**config.mk**
```make
export PLATFORM = sky130hd
export DESIGN_NAME = p_xor_descrambler_flat
export DESIGN_NICKNAME = d
export VERILOG_FILES = /design/src/rtl/p_xor_descrambler_if.sv /design/src/rtl/p_xor_descrambler.sv /design/src/flat_wrapper.sv
export SDC_FILE = /design/constraint.sdc
export NUM_CORES = 1
export LEC_CHECK = 0
export ABC_AREA = 1
export BUFFER_PORTS_ARGS = -buffer_cell sky130_fd_sc_hd__buf_2
export CORE_MARGIN = 2
export CORE_UTILIZATION = 30
export CTS_BUF_LIST = sky130_fd_sc_hd__clkbuf_4 sky130_fd_sc_hd__clkbuf_8 sky130_fd_sc_hd__clkbuf_16
export CTS_CLUSTER_SIZE = 25
export DETAILED_ROUTE_END_ITERATION = 12
export MAX_ROUTING_LAYER = met4
export PLACE_DENSITY = 0.59
export REMOVE_ABC_BUFFERS = 1
export SLEW_MARGIN = 10
export SYNTH_ARGS = -nofsm -noshare
export SYNTH_HDL_FRONTEND = slang
export SYNTH_SLANG_ARGS = --single-unit
```
**constraint.sdc**
```tcl
create_clock -name in_clk -period 1.7 [get_ports in_clk]
set_input_delay 0.085 -clock in_clk [delete_from_list [all_inputs] [get_ports in_clk]]
set_output_delay 0.085 -clock in_clk [all_outputs]
set_load 0.005 [all_outputs]
```
**src/rtl/p_xor_descrambler_if.sv**
```systemverilog
// Handshake bundle for p_xor_descrambler: upstream/downstream valid-ready,
// data words, seed reload and delivery count.
interface p_xor_descrambler_if #(
    parameter int BUS_WIDTH  = 4,
    parameter int LFSR_WIDTH = 16
);
    logic                  in_seed_load;
    logic [LFSR_WIDTH-1:0] in_seed;
    logic                  in_valid;
    logic                  out_ready;
    logic [BUS_WIDTH-1:0]  in_bus;
    logic                  out_valid;
    logic                  in_ready;
    logic [BUS_WIDTH-1:0]  out_bus;
    logic [15:0]           out_count;

    modport slave (
        input  in_seed_load, in_seed, in_valid, in_bus, in_ready,
        output out_ready, out_valid, out_bus, out_count
    );

    modport master (
        output in_seed_load, in_seed, in_valid, in_bus, in_ready,
        input  out_ready, out_valid, out_bus, out_count
    );
endinterface

```
**src/rtl/p_xor_descrambler.sv**
```systemverilog
// Additive descrambler: XORs each accepted word with the low bits of a Galois
// LFSR, which then advances BUS_WIDTH steps; one registered output stage.
module p_xor_descrambler #(
    parameter int                    BUS_WIDTH  = 4,
    parameter int                    LFSR_WIDTH = 16,
    parameter logic [LFSR_WIDTH-1:0] POLY       = 16'hB400,
    parameter logic [LFSR_WIDTH-1:0] SEED       = 16'hACE1
) (
    input logic               in_clk,
    input logic               in_reset,
    p_xor_descrambler_if.slave io
);
    typedef enum logic {EMPTY, FULL} state_t;

    state_t                state, state_next;
    logic [LFSR_WIDTH-1:0] lfsr, lfsr_adv, lfsr_next;
    logic [BUS_WIDTH-1:0]  out_bus_q;
    logic [15:0]           count_q;
    logic                  ready, accept, deliver;

    assign ready   = (state == EMPTY) || io.in_ready;
    assign accept  = io.in_valid && ready;
    assign deliver = (state == FULL) && io.in_ready;

    assign io.out_ready = ready;
    assign io.out_valid = (state == FULL);
    assign io.out_bus   = out_bus_q;
    assign io.out_count = count_q;

    // BUS_WIDTH Galois steps unrolled into one cycle.
    // NOTE: blocking assignments here are intentional; each loop iteration
    // must see the previous step's value within the same combinational pass.
    always_comb begin
        lfsr_adv = lfsr;
        for (int i = 0; i < BUS_WIDTH; i++) begin
            if (lfsr_adv[0]) lfsr_adv = (lfsr_adv >> 1) ^ POLY;
            else             lfsr_adv = lfsr_adv >> 1;
        end
    end

    // NOTE: every output gets a default first so no path leaves it unassigned
    // (which would infer a latch).
    always_comb begin
        state_next = state;
        lfsr_next  = lfsr;
        case (state)
            EMPTY: if (accept) state_next = FULL;
            FULL:  if (deliver && !accept) state_next = EMPTY;
            default: state_next = EMPTY;
        endcase
        // Reload wins over advance; an all-zero seed would lock the LFSR.
        if (io.in_seed_load)
            lfsr_next = (io.in_seed == '0) ? SEED : io.in_seed;
        else if (accept)
            lfsr_next = lfsr_adv;
    end

    always_ff @(posedge in_clk or posedge in_reset) begin
        if (in_reset) begin
            state     <= EMPTY;
            lfsr      <= SEED;
            out_bus_q <= '0;
            count_q   <= '0;
        end else begin
            state <= state_next;
            lfsr  <= lfsr_next;
            if (accept)  out_bus_q <= io.in_bus ^ lfsr[BUS_WIDTH-1:0];
            if (deliver) count_q   <= count_q + 16'd1;
        end
    end
endmodule

```
**src/flat_wrapper.sv**
```systemverilog
// flat-port wrapper written by rule: the top's interface ports become plain ports
module p_xor_descrambler_flat 
#(
    parameter int                    BUS_WIDTH  = 4,
    parameter int                    LFSR_WIDTH = 16,
    parameter logic [LFSR_WIDTH-1:0] POLY       = 16'hB400,
    parameter logic [LFSR_WIDTH-1:0] SEED       = 16'hACE1
)
  (in_clk, in_reset, io_in_seed_load, io_in_seed, io_in_valid, io_in_bus, io_in_ready, io_out_ready, io_out_valid, io_out_bus, io_out_count);
  p_xor_descrambler_if #(.BUS_WIDTH(BUS_WIDTH), .LFSR_WIDTH(LFSR_WIDTH)) io_i ();
  input logic in_clk;
  input logic in_reset;
  input wire logic [$bits(io_i.in_seed_load)-1:0] io_in_seed_load;
  input wire logic [$bits(io_i.in_seed)-1:0] io_in_seed;
  input wire logic [$bits(io_i.in_valid)-1:0] io_in_valid;
  input wire logic [$bits(io_i.in_bus)-1:0] io_in_bus;
  input wire logic [$bits(io_i.in_ready)-1:0] io_in_ready;
  output wire logic [$bits(io_i.out_ready)-1:0] io_out_ready;
  output wire logic [$bits(io_i.out_valid)-1:0] io_out_valid;
  output wire logic [$bits(io_i.out_bus)-1:0] io_out_bus;
  output wire logic [$bits(io_i.out_count)-1:0] io_out_count;
  assign io_i.in_seed_load = io_in_seed_load;
  assign io_i.in_seed = io_in_seed;
  assign io_i.in_valid = io_in_valid;
  assign io_i.in_bus = io_in_bus;
  assign io_i.in_ready = io_in_ready;
  assign io_out_ready = io_i.out_ready;
  assign io_out_valid = io_i.out_valid;
  assign io_out_bus = io_i.out_bus;
  assign io_out_count = io_i.out_count;
  p_xor_descrambler #(.BUS_WIDTH(BUS_WIDTH), .LFSR_WIDTH(LFSR_WIDTH), .POLY(POLY), .SEED(SEED)) u_core (.in_clk(in_clk), .in_reset(in_reset), .io(io_i));
endmodule
```
; Word level (Yosys, flattened, before mapping)
; Cells that the tools add are included.
[classes]
addsub = 1
n_mux = 10
bitwise = 6
reduce_logical = 7
[op_table]
columns = operator, n
row1 = 16-bit 2-to-1 mux, 7
row2 = 16-bit by 1-bit adder with 16-bit output (second input constant), 1
row3 = 16-bit logical NOT, 1
row4 = 3-bit inverter with 4-bit output, 4
row5 = 4-bit bitwise XOR, 1
row6 = 1-bit logical AND, 3
row7 = 1-bit 2-to-1 mux, 2
row8 = 1-bit case mux with 2 select lines, 1
row9 = 2-bit nonzero test, 1
row10 = 1-bit logical NOT, 1
row11 = 1-bit logical OR, 1
row12 = 1-bit inverter, 1
[word_totals]
regBits = 37
inputBits = 25
out_inout_bits = 22
wordCells = 28

; Depth between registers and ports, before layout
; Gate-level depths: netlist of the first run.
[depth]
ltp_word = 10
ltp_mapped = 8
ltp_nobuf = 7

; Worst setup path before layout of the first run
; No wires, ideal clock.
[synth_timing]
kind = register to register
from = register u_core.count_q[1], in the netlist u_core.io.out_count[1]
to = register u_core.count_q[14], in the netlist u_core.io.out_count[14]
setup_ps = 121
arrival_time_ps = 1126
required_ps = 1579
slack_ps = 453
stages_incl_launch_ff = 7
n_path_buf = 0
period_less_slack_ps = 1247
cell_sequence = dfrtp_1 -> ha_1 -> nand3_1 -> nor2_2 -> nand4_1 -> o21ai_1 -> nand2_1
[synth_via]
elab_chain_cells = 1
[synth_lines]
columns = item, line
row1 = "start, declared", p_xor_descrambler.sv:18  ; logic [15:0] count_q;
row2 = "start signal, assigned", p_xor_descrambler.sv:68  ; if (deliver) count_q <= count_q + 16'd1;
row3 = 16-bit by 1-bit adder with 16-bit output, p_xor_descrambler.sv:68
; Every way passes these cells.
; A chain may end at the register's enable or synchronous reset.

; Worst setup path in the final report of the first run
[layout_timing]
from = register u_core.count_q[2], in the netlist u_core.io.out_count[2]
to = register u_core.count_q[13], in the netlist u_core.io.out_count[13]
; Same word-level chain as after synthesis.

==> results of run 1 <==
[how the worst max path moves through the flow]
stage | startpoint | end | slack, ns | depth (start not counted)
4_1_cts | u_core.io.out_count[1] | u_core.io.out_count[14] | 0.35 | 6
3_3_place_gp | u_core.io.out_count[1] | u_core.io.out_count[14] | 0.39 | 6
3_5_place_dp | u_core.io.out_count[1] | u_core.io.out_count[14] | 0.35 | 6
2_1_floorplan | u_core.io.out_count[1] | u_core.io.out_count[14] | 0.45 | 6
5_1_grt | u_core.io.out_count[1] | u_core.io.out_count[14] | 0.15 | 7
6_report | u_core.io.out_count[2] | u_core.io.out_count[13] | 0.36 | 7
[stage by stage]
step	hold WS (ns)	instance area (sq um)	setup slack, ns
global route	0.03606	2377	0.1455
global placement	0.2237	2281	0.3937
detailed placement	0.2250	2281	0.3490
CTS	0.03131	2377	0.3488
floorplan	0.1793	1947	0.4532
finish	0.03470	2377	0.3603
[power by group]
part           switching [mW]  internal [mW]  total [mW]
clock                   0.310          0.300       0.610
combinational           0.262          0.239       0.501
sequential              0.156           1.04        1.19
[worst reg2reg max path: cells and delay by family, from the launching register on]
kind,cells,cell delay [ns]
DFF,1,0.42
and+or+nand+nor,7,0.82
[per-layer routing]
layer / routed length, um / vias to the layer above / global-route usage / part of all wire
li1: - / 875 / - / -
met1: 1984 / 748 / 0.1676 / 0.47
met2: 1885 / 49 / 0.1903 / 0.45
met3: 267 / 8 / 0.03599 / 0.063
met4: 68 / 0 / 0.05051 / 0.016
met5: 0 / - / - / 0
[registers in the layout, summed over array words and instances (netlist names)]
signal,count
u_core.io.out_valid,1
u_core.io.out_bus,4
u_core.lfsr,16
u_core.io.out_count,16
[cell usage after synthesis (all sizes together)]
library cell  instances
nor2                 44
nand3                13
xor2                  8
buf                   6
inv                  27
nand4                 5
xnor2                14
clkbuf                1
o22ai                 6
a22oi                 1
or2                   3
a21oi                 1
nor3b                 1
o21bai                1
dfrtp                29
dfstp                 8
o21ai                 6
nand2                76
nor3                  2
ha                    1
[kinds of logic after synthesis]
logic type	after synthesis	share of synthesized area
AO/OA/AOI/OAI	15	0.04405
XOR/XNOR	22	0.09692
flip-flops	37	0.4707
adder cells (fa/ha/maj)	1	0.006292
buffers and inverters	34	0.07174
AND/OR/NAND/NOR	144	0.3103
[timing repair]
| action | CTS | global route |
|---|---|---|
| hold buffers | 1 | 0 |
| endpoints found under the setup margin | 0 | 0 |
| setup buffers | 0 | 0 |
| hold endpoints to repair | 29 | 0 |
[cell type report]
cell class / instances / area share
sequential: 37 / 0.3937
inverter: 27 / 0.04263
tap: 77 / 0.04053
clock buffer: 6 / 0.03211
timing repair buffer: 48 / 0.1042
clock inverter: 2 / 0.004211
multi-input combinational: 182 / 0.3826
==> impl_metrics.json, run 1 <==
{
  "yosys.area.top_type": "dfrtp_1",
  "cts_tree": "yes",
  "reg2reg_from": "u_core.io.out_count[2]",
  "clock_tree.root_cell": "clkbuf_8",
  "grt_max_degree": 38,
  "skew_ns": 0.007386,
  "worstSetupEndpointType": "flip-flop",
  "hpwlAfterDp_um": 3193,
  "overflow": 0,
  "dp_cells": 370,
  "core_sq_um": 6386,
  "vias_per_cell": 4.433,
  "finalHoldViolations": 0,
  "start_util": 0.3113,
  "power_mw": 2.304,
  "drive_gt1_frac": 0.2517,
  "synthCells": 253,
  "hold_depth": 3,
  "antenna_found_initial": 0,
  "wl_per_cell_um": 11.09,
  "layout_commonest_cell": "nand2_1",
  "reg2reg_depth": 7,
  "grt_pass1_vias": 1591,
  "cts_resized": 0,
  "syn_area_per_cell_sq_um": 7.858,
  "crit_buf_inv": 0,
  "path_cells": "nand2_1, nor2_1, nand4_1, nor2_1, nand2_1, nand2_1, nand2_1",
  "fin_crit_ns": 1.340,
  "cpMaxStageDelayCell": "dfrtp_1",
  "slew_headroom": 0.6903,
  "slew_violations": 0,
  "cp_common_cell": "nand2_1",
  "required_ns": 1.89,
  "multi_input_area_sq_um": 909.6,
  "cp.arrival_ns": 1.53,
  "io_buffers": 46,
  "clockBufferDepth": 2,
  "ioPinCount": 47,
  "ys_types": 28,
  "tightest_slew_ns": 0.4646,
  "setup_viol": 0,
  "area_growth_pct": 19.57,
  "ff2ff_setup_slack_ns": 0.36,
  "yosys_warnings": 0,
  "critPathKind": "flip-flop to flip-flop",
  "grt_usage": 0.1290,
  "hp-start": "io_in_valid",
  "die_width_um": 85.41,
  "numCtsBuffers": 5,
  "cts_sinks": 37,
  "slowest_delay_ns": 0.42,
  "max_freq_ghz": 0.7464,
  "synth_top_area_share": 0.3650,
  "row_count": 29,
  "drt_wl_total_um": 4205,
  "nFillCells": 665,
  "final_cell_mix": "72 x nand2_1, 46 x buf_2, 42 x nor2_1",
  "r2r-end": "u_core.io.out_count[13]",
  "die_area_sq_um": 7294,
  "leakage_nw": 1.221,
  "maxCapViolations": 0,
  "start_kind": "flip-flop",
  "rsz0062_at_grt": "no",
  "clk_latency_ns": 0.29,
  "hold_end": "u_core.io.out_valid",
  "h-tree-depth": 2,
  "final_nets": 327,
  "hp-class": "input port to flip-flop",
  "seq_area_frac_synth": 0.4707,
  "num_antenna_cells": 0,
  "drtIter0Drc": 39,
  "ir_worst_vdd_v": 0.0005434,
  "synthTopCellsByArea": "dfrtp_1 37%, nand2_1 14%, dfstp_2 11%",
  "ant_nets": 0,
  "utilization": 0.3723,
  "path_delay_family": "simple AND/OR/NAND/NOR gates",
  "floorplan.die.height_um": 85.41,
  "syn_area_sq_um": 1988,
  "p_per_area_nw_per_um2": 969.1,
  "status": "finished, final reports clean",
  "grt_pass1_wl_um": 7251,
  "clkTransAtPathRegs_ns": 0.08,
  "synth-seq-cells": 37,
  "setup_tns_ns": 0,
  "crit_fanout": 5,
  "num_vias": 1680,
  "fin_crit_sh": 0.7880,
  "fin_cells": 379,
  "drc": 0,
  "dr.pass1.iters": 6,
  "gp_congestion": 0.8168,
  "register_area_sq_um": 935.9
}
Power figures use the tool's default switching activity.
==> run 2: changes to the inputs <==
- PLACE_DENSITY: 0.59 -> 0.6
- clock period: 1.7 -> 1.1 ns (I/O delays scaled with it)
==> impl_metrics.json, run 2 (synthesis results as in run 1) <==
{
  "status": "complete, but fails checks",
  "violations": "negative setup slack",
  "drt_wl_total_um": 5554,
  "drive_gt1_frac": 0.4930,
  "max_freq_ghz": 0.7531,
  "clockBufferDepth": 2,
  "overflow": 0,
  "wl_per_cell_um": 12.86,
  "dr.pass1.iters": 4,
  "worst_slack_ns": -0.2279,
  "nFillCells": 600,
  "cp.arrival_ns": 1.57,
  "finalHoldViolations": 0,
  "num_antenna_cells": 0,
  "grt_usage": 0.1568,
  "vias_per_cell": 4.481,
  "cts_tree": "yes",
  "clk_latency_ns": 0.29,
  "skew_ns": 0.005987,
  "core_sq_um": 6386,
  "clock_tree.root_cell": "clkbuf_8",
  "worstSetupEndpointType": "flip-flop",
  "crit_fanout": 4,
  "slew_violations": 0,
  "clkTransAtPathRegs_ns": 0.08,
  "hp-class": "input port to flip-flop",
  "floorplan.die.height_um": 85.41,
  "whs_ns": 0.01410,
  "setup_viol": 28,
  "place_ws_ns": -0.2790,
  "grt_pass1_wl_um": 8818,
  "ant_nets": 0,
  "ioPinCount": 47,
  "fin_crit_ns": 1.328,
  "critPathKind": "flip-flop to flip-flop",
  "gp_congestion": 0.7984,
  "hold_depth": 3,
  "ir_worst_vdd_v": 0.001249,
  "tightest_slew_ns": 0.2674,
  "rsz0062_at_grt": "yes",
  "p_per_area_nw_per_um2": 1486,
  "num_vias": 1936,
  "die_width_um": 85.41,
  "start_kind": "flip-flop",
  "maxCapViolations": 0,
  "required_ns": 1.34,
  "slew_headroom": 0.8211,
  "cts_sinks": 37,
  "leakage_nw": 1.617,
  "area_growth_pct": 59.53,
  "hpwlAfterDp_um": 3642,
  "fin_crit_sh": 1.207,
  "start_util": 0.3113,
  "drc": 0,
  "reg2reg_depth": 8,
  "die_area_sq_um": 7294,
  "io_buffers": 46,
  "layout_commonest_cell": "nand2_1",
  "final_nets": 380,
  "row_count": 29,
  "antenna_found_initial": 0,
  "final_cell_mix": "65 x nand2_1, 42 x buf_2, 41 x buf_4",
  "grt_pass1_vias": 1913,
  "numCtsBuffers": 5,
  "h-tree-depth": 2,
  "grt_max_degree": 38,
  "drtIter0Drc": 78
}
[run 2: stage by stage]
| step | setup TNS [ns] | instance area [sq um] | power (mW) | utilization | instances |
|---|---|---|---|---|---|
| floorplan | -0.9145 | 1947 | 2.311 | - | 246 |
| global placement | -1.973 | 2519 | 2.942 | 0.3944 | 400 |
| detailed placement | -2.807 | 2519 | 2.968 | 0.3944 | 400 |
| CTS | -1.806 | 2861 | 4.347 | 0.4481 | 419 |
| global route | -5.429 | 3172 | 4.990 | 0.4967 | 432 |
| finish | -3.424 | 3172 | 4.712 | 0.4967 | 432 |
[run 2: path summary, 6_finish.rpt]
check                                       startpoint                endpoint  slack [ns]
min in group asynchronous                     in_reset  u_core.io.out_count[6]        0.35
worst max register to register  u_core.io.out_count[1]  u_core.io.out_count[9]       -0.23
worst max-delay path            u_core.io.out_count[1]  u_core.io.out_count[9]       -0.23
worst min register to register          u_core.lfsr[7]          u_core.lfsr[7]        0.49
worst min-delay path                     io_in_seed[9]          u_core.lfsr[9]        0.01
max in group asynchronous                     in_reset         u_core.lfsr[10]        0.49
[run 2: timing repair]
action	in CTS	in global routing
buffers inserted	9	15
resized for setup	35	49
pin swaps	15	16
gates cloned	1	0
hold endpoints to repair	29	0
hold buffers	1	0
endpoints found under the setup margin	29	37
[run 2: area by class of cell]
| class | instances | area, sq um | share of cell area |
|---|---|---|---|
| clock buffers | 7 | 96.34 | 0.03037 |
| multi-input cells | 183 | 1197 | 0.3775 |
| inverters | 27 | 108.9 | 0.03432 |
| flip-flops and latches | 37 | 938.4 | 0.2959 |
| well taps | 77 | 96.34 | 0.03037 |
| clock inverters | 1 | 5.005 | 0.001578 |
| repair buffers | 100 | 729.5 | 0.2300 |
[run 2: worst max-delay path, stage by stage, from the launching register on]
cell,delay [ns]
dfrtp_1,0.41
buf_4,0.13
nand2_1,0.06
nor2_2,0.15
nand4_1,0.13
buf_4,0.17
o21bai_1,0.11
nand2_1,0.06
inv_1,0.05
[run 2: routing by layer]
layer | part of all wire | GRT usage
met4 | 0.022 | 0.04762
met3 | 0.046 | 0.03210
met5 | 0 | -
met1 | 0.45 | 0.1889
met2 | 0.48 | 0.2642
[run 2: power by group]
group	internal (mW)	leakage, nW	switching (mW)
Clock	0.567	0.0542	0.491
Combinational	1.03	1.12	0.779
Sequential	1.61	0.440	0.243
==> run 3: changes to the inputs <==
- CORE_MARGIN: 2 -> 3
==> impl_metrics.json, run 3 (synthesis results as in run 1) <==
{
  "maxCapViolations": 0,
  "grt_max_degree": 38,
  "wl_per_cell_um": 12.50,
  "fin_crit_ns": 1.265,
  "reg2reg_depth": 6,
  "final_nets": 372,
  "finalHoldViolations": 0,
  "required_ns": 1.32,
  "slew_headroom": 0.7322,
  "fin_crit_sh": 1.150,
  "h-tree-depth": 2,
  "numCtsBuffers": 5,
  "die_width_um": 87.41,
  "slowest_delay_ns": 0.39,
  "p_per_area_nw_per_um2": 1539,
  "dr.pass1.iters": 4,
  "cts_sinks": 37,
  "ir_worst_vdd_v": 0.001284,
  "overflow": 0,
  "grt_pass1_vias": 2006,
  "die_area_sq_um": 7640,
  "worstSetupEndpointType": "flip-flop",
  "final_cell_mix": "66 x nand2_1, 43 x buf_2, 33 x nor2_1",
  "hp-class": "input port to flip-flop",
  "start_util": 0.3113,
  "crit_fanout": 5,
  "max_freq_ghz": 0.7903,
  "cp.arrival_ns": 1.49,
  "place_area_sq_um": 2534,
  "drtIter0Drc": 51,
  "critPathKind": "flip-flop to flip-flop",
  "num_antenna_cells": 0,
  "violations": "negative setup slack",
  "drc": 0,
  "skew_ns": 0.008288,
  "grt_pass1_wl_um": 8976,
  "clock_tree.root_cell": "clkbuf_8",
  "floorplan.die.height_um": 87.41,
  "nFillCells": 601,
  "hpwlAfterDp_um": 3709,
  "setup_viol": 24,
  "hold_depth": 3,
  "worst_slack_ns": -0.1653,
  "grt_usage": 0.1556,
  "ioPinCount": 47,
  "register_area_sq_um": 937.1,
  "design_area_sq_um": 3093,
  "drive_gt1_frac": 0.4582,
  "setup_tns_ns": -2.054,
  "start_kind": "flip-flop",
  "tightest_slew_ns": 0.4018,
  "ant_nets": 0,
  "status": "complete, but fails checks",
  "cpMaxStageDelayCell": "dfrtp_1",
  "drt_wl_total_um": 5302,
  "gp_congestion": 0.8140,
  "clkTransAtPathRegs_ns": 0.08,
  "vias_per_cell": 4.559,
  "core_sq_um": 6386,
  "area_growth_pct": 55.57,
  "path_cells": "ha_2, nand3_2, nor2_4, buf_4, buf_6, xor2_1",
  "slew_violations": 0,
  "ff2ff_setup_slack_ns": -0.17,
  "cts_tree": "yes",
  "leakage_nw": 1.558,
  "io_buffers": 46,
  "num_vias": 1933,
  "row_count": 29,
  "clockBufferDepth": 2,
  "clk_latency_ns": 0.29,
  "antenna_found_initial": 0,
  "rsz0062_at_grt": "yes",
  "layout_commonest_cell": "nand2_1",
  "multi_input_area_sq_um": 1139
}
run 3: worst max-delay path: cells and delay by family (launching register included):
family / cells / cell delay (ns)
buffers and inverters: 2 / 0.21
AND/OR/NAND/NOR: 2 / 0.26
flip-flops: 1 / 0.39
adder cells (fa/ha/maj): 1 / 0.21
XOR/XNOR: 1 / 0.14
run 3: layout make-up:
type	count	share of cell area
clock buffer	5	0.02225
clock inverter	3	0.02104
inverter	27	0.03439
multi-input combinational	183	0.3681
sequential	37	0.3030
tap	77	0.03115
timing repair buffer	92	0.2201
run 3: per-stage QoR:
stage,cells,power (mW),utilization,hold WS (ns),setup WS (ns)
6_report,424,4.759,0.4843,0.004111,-0.1653
5_1_grt,424,5.044,0.4843,0.01763,-0.3396
4_1_cts,418,4.566,0.4540,0.004011,-0.1613
3_5_place_dp,402,2.983,0.3967,0.1271,-0.2071
3_3_place_gp,402,2.960,0.3967,0.1227,-0.1765
2_1_floorplan,246,2.311,-,0.1493,-0.1468
run 3: repair_timing:
item	in CTS	in global routing
gates resized for setup	34	40
cloned	1	0
setup buffers	5	8
pin swaps	14	20
setup endpoints to repair	29	37
hold buffers	2	0
hold endpoints to repair	30	0
run 3: report_power, final:
group	internal (mW)	switching [mW]
Combinational	0.833	0.668
Clock	0.901	0.512
Sequential	1.61	0.238
run 3: final timing paths:
| path | start | endpoint |
|---|---|---|
| max | u_core.io.out_count[1] | u_core.io.out_count[4] |
| min | io_in_seed[14] | u_core.lfsr[14] |
| max reg2reg | u_core.io.out_count[1] | u_core.io.out_count[4] |
| min reg2reg | u_core.lfsr[9] | u_core.lfsr[5] |
| max in group asynchronous | in_reset | u_core.lfsr[13] |
| min in group asynchronous | in_reset | u_core.io.out_count[11] |
run 3: per-layer routing:
metal,routed length (um),up-vias,track usage
li1,-,969,-
met1,2290,902,0.1785
met2,2639,53,0.2555
met3,282,9,0.04163
met4,90,0,0.06555
met5,0,-,-
